--- config.mk ---
export PLATFORM = sky130hd
export DESIGN_NAME = spi_shift_engine
export DESIGN_NICKNAME = d
export VERILOG_FILES = /design/src/rtl/spi_shift_engine.sv
export SDC_FILE = /design/constraint.sdc
export NUM_CORES = 1
export LEC_CHECK = 0
export CAP_MARGIN = 20
export CORE_MARGIN = 4
export CORE_UTILIZATION = 47
export CTS_BUF_LIST = sky130_fd_sc_hd__clkbuf_4 sky130_fd_sc_hd__clkbuf_8
export DETAILED_ROUTE_END_ITERATION = 7
export PLACE_DENSITY = 0.88
export RECOVER_POWER = 25
export SYNTH_ARGS = -nofsm -noshare
export SYNTH_HDL_FRONTEND = slang
export SYNTH_SLANG_ARGS = --single-unit
--- constraint.sdc ---
create_clock -name CLK -period 1.58 [get_ports CLK]
set_input_delay 0.237 -clock CLK [delete_from_list [all_inputs] [get_ports CLK]]
set_output_delay 0.237 -clock CLK [all_outputs]
set_load 0.03 [all_outputs]
--- src/rtl/spi_shift_engine.sv ---
// Parameterised SPI-style shift engine: parallel load, WIDTH-bit serial exchange in either bit
// order, abort, and a one-cycle completion pulse.
module spi_shift_engine #(
  parameter int unsigned WIDTH     = 8,
  parameter bit          LSB_FIRST = 1'b0
) (
  input  logic             CLK,
  input  logic             CLR_N,
  input  logic             LOAD,
  input  logic [WIDTH-1:0] P_DATA_IN,
  input  logic             S_DATA_IN,
  input  logic             SHIFT_EN,
  input  logic             ABORT,
  output logic [WIDTH-1:0] P_DATA_OUT,
  output logic             S_DATA_OUT,
  output logic             BUSY,
  output logic             DONE
);

  localparam int unsigned CntW = (WIDTH > 1) ? $clog2(WIDTH) : 1;
  localparam logic [CntW-1:0] LastCnt = CntW'(WIDTH - 1);

  typedef enum logic [1:0] {StIdle, StShifting, StComplete} state_e;

  state_e           state_q;
  logic [WIDTH-1:0] shreg_q;
  logic [WIDTH-1:0] shreg_shifted;
  logic [CntW-1:0]  cnt_q;
  logic             busy_q;
  logic             done_q;

  always_comb begin
    shreg_shifted = shreg_q;
    if (LSB_FIRST) begin
      shreg_shifted = {S_DATA_IN, shreg_q[WIDTH-1:1]};
    end else begin
      shreg_shifted = {shreg_q[WIDTH-2:0], S_DATA_IN};
    end
  end

  always_ff @(posedge CLK or negedge CLR_N) begin
    if (!CLR_N) begin
      state_q <= StIdle;
      shreg_q <= '0;
      cnt_q   <= '0;
      busy_q  <= 1'b0;
      done_q  <= 1'b0;
    end else begin
      done_q <= 1'b0;
      unique case (state_q)
        StIdle, StComplete: begin
          // A load in the DONE cycle starts the next transfer without an idle gap.
          if (LOAD) begin
            shreg_q <= P_DATA_IN;
            cnt_q   <= '0;
            state_q <= StShifting;
            busy_q  <= 1'b1;
          end else begin
            state_q <= StIdle;
            busy_q  <= 1'b0;
          end
        end
        StShifting: begin
          // Abort wins over a coincident strobe; the partial word is left visible.
          if (ABORT) begin
            cnt_q   <= '0;
            state_q <= StIdle;
            busy_q  <= 1'b0;
          end else if (SHIFT_EN) begin
            shreg_q <= shreg_shifted;
            if (cnt_q == LastCnt) begin
              cnt_q   <= '0;
              state_q <= StComplete;
              busy_q  <= 1'b0;
              done_q  <= 1'b1;
            end else begin
              cnt_q <= cnt_q + 1'b1;
            end
          end
        end
        default: begin
          state_q <= StIdle;
          busy_q  <= 1'b0;
        end
      endcase
    end
  end

  assign P_DATA_OUT = shreg_q;
  assign S_DATA_OUT = LSB_FIRST ? shreg_q[0] : shreg_q[WIDTH-1];
  assign BUSY       = busy_q;
  assign DONE       = done_q;

endmodule

==> impl_metrics.toml <==
[run_status]
status = "finished clean"

[floorplan]
fp.dieW_microns = 48.6
start_util = 0.508
ios = 25
die_area_sq_um = 2360
rows = 14
die_h_microns = 48.6
core_area_sq_um = 1520

[sta]
grt_setup_unrepaired = "false"
maxSlewViolCount = 0
fin_skew_ns = 0.00352
fin_crit_sh = 0.950
setup_viol_count_final = 0
tightest_slew_ns = 0.763
setup_tns_ns = 0
layout_setup_ws_ns = 0.0786
relSlewSlack = 0.492
fmax_mhz = 666
hold_violations = 0
finalCriticalPeriod_ns = 1.50
whs_ns = 0.534

[grt]
grt_pass1_wl_microns = 2540
grt_max_degree = 15
antenna_found_initial = 0
grt_use_total = 0.133
first_global_vias = 518
grt-ovfl-total = 0

[power]
leakage_nw = 0.547
sw_frac_of_total = 0.364
pwr-share-comb = 0.494
clockPowerShare = 0.161
p_int_w = 0.00101
p_sw_w = 0.000574
seqPwrFrac = 0.346
irDropWorstVdd_uv = 753
powerDensity_nw_per_um2 = 1460

[layout]
fin_area_sq_um = 1080
area_delta_synth_final_pct = 39.6
layout-drive-gt1-share = 0.333
final_common_cell = "mux2_4"
diodes = 0
layout.nets = 101
mostFrequentLayoutCells = "15 x mux2_4, 14 x dfrtp_1, 13 x clkdlybuf4s50_1"

[routing]
avgViaCountPerCell = 5.26
first_pass_iters = 4
met3WireLength_microns = 80
dr_wl_met2_microns = 668
maxUsedRoutingLayer = "met3"
dr.first_iter.drc_count = 1
ant_nets = 0
route.detailed.drc = 0
wl_per_cell_microns = 14.6
wl_met1_microns = 712
wirelength_microns = 1460
vias = 526

[setup_path]
setup.worst_path.start_class = "register"
crit_type = "reg2out"
endpoint_kind = "output pin"
cp_slowest_cell = "clkdlybuf4s50_1"
reg2reg_from = "state_q[0]"
reg2reg_slack_ns = 0.14
critPathTopFamily = "buffers and inverters"
cp.depth = 1
path_cells = "clkdlybuf4s50_1"
crit_arrival_ns = 1.26
rr_endpoint = "P_DATA_OUT[6]"
critPathMaxFanout = 1
path_buf_inv = 1
cp_slowest_stage_delay_ns = 0.66
r2r_cells = 4
cp_data_required_time_ns = 1.34

[min_path]
holdPathEnd = "cnt_q[1]"
hp-class = "reg2reg"
min_from = "cnt_q[1]"
whs_path_depth = 2

[synthesis]
synth_xor_area_frac = 0
synth_top_family_by_area = "multiplexers"
yosysTopAreaCell = "dfrtp_1"
yosys.area_share.simple = 0.0824
avgSynthCellArea_sq_um = 14.6
synthAdderAreaFrac = 0.0323
synth_compound_gate_area_share = 0.0339
synth.top_cells.by_area = "dfrtp_1 45%, mux2_4 29%, ha_1 3.2%, buf_6 2.9%, mux2_2 2.9%"
synth-seq-area-share = 0.452
ys_seq_elements = 14
synthMuxAreaShare = 0.346
netlist_instances = 53
ys_types = 16
yosys.area.top_type_share = 0.452
yosysWarnings = 0
syn_area_sq_um = 774
synth_nets = 69

[cts]
cts_hold_repair.buffers = 0
cts_buffers = 3
cts_tree = "done"
clk_latency_ns = 0.27
cts_sinks = 14
cts.clk_slew.worst_paths_ns = 0.08
clock_path_buffers = 2
h-tree-depth = 1
root_buffer = "clkbuf_4"

[placed_design]
gp_congestion = 0.784
place_area_sq_um = 1050
port_buffers = 24
dp_slack_ns = -0.0725
dpl.hpwl_microns = 1110

[flow_run]
cap_violations = 0
repair_timing:
item	CTS	global route
resized for setup	7	3
buffers inserted	0	0
setup endpoints to repair	7	3
cells by family (layout without fill, tap and decap cells):
logic type | Yosys count | count (layout)
muxes | 19 | 19
buffers and inverters | 6 | 37
and+or+nand+nor | 9 | 9
DFF | 14 | 14
AOI/OAI and AO/OA | 3 | 3
adders and majority gates | 2 | 2
power groups by stage:
stage,sequential (W),combinational [W],clock (W)
after floorplan,0.000737,0.000362,0
after global placement,0.000555,0.000830,0
after detailed placement,0.000556,0.000841,0
after CTS,0.000548,0.000795,0.000261
after global routing,0.000567,0.000822,0.000282
final,0.000546,0.000780,0.000254
layout make-up:
class,instances,area (sq um)
timing repair buffer,30,280
multi-input combinational,33,383
clock buffer,4,36.3
tap,16,20.0
fill,119,443
sequential,14,350
inverter,3,11.3
through the flow:
step	power [W]	utilization	std cells
2_1_floorplan	0.00110	-	53
3_3_place_gp	0.00138	0.689	96
3_5_place_dp	0.00140	0.689	96
4_1_cts	0.00160	0.707	100
5_1_grt	0.00167	0.709	100
6_report	0.00158	0.709	100
Yosys cell counts, drive strengths merged:
cell type and number:
a22o 2, o2bb2ai 1, nand2b 1, buf 3, mux2 17, nor3 2, nor3b 1, dfrtp 14
inv 3, nor4 1, nand2 3, nor2 1, ha 2, mux2i 2
state kept, by name, summed over array words and instances (netlist names):
register,cells
cnt_q,3
state_q,2
DONE,1
P_DATA_OUT,8
how the worst max path moves through the flow:
stage	startpoint	to	slack, ns
finish	DONE	DONE	0.08
global route	DONE	DONE	0.03
CTS	P_DATA_OUT[5]	P_DATA_OUT[5]	0.006
detailed placement	ABORT	P_DATA_OUT[6]	-0.07
global placement	ABORT	P_DATA_OUT[7]	-0.06
floorplan	state_q[0]	P_DATA_OUT[0]	0.009
layer usage:
| metal | vias to the layer above | GRT usage |
|---|---|---|
| li1 | 251 | - |
| met1 | 255 | 0.189 |
| met2 | 20 | 0.202 |
| met3 | 0 | 0.0337 |
| met4 | 0 | 0.0269 |
| met5 | - | 0 |
No activity file was read; power rests on OpenSTA's default activity.
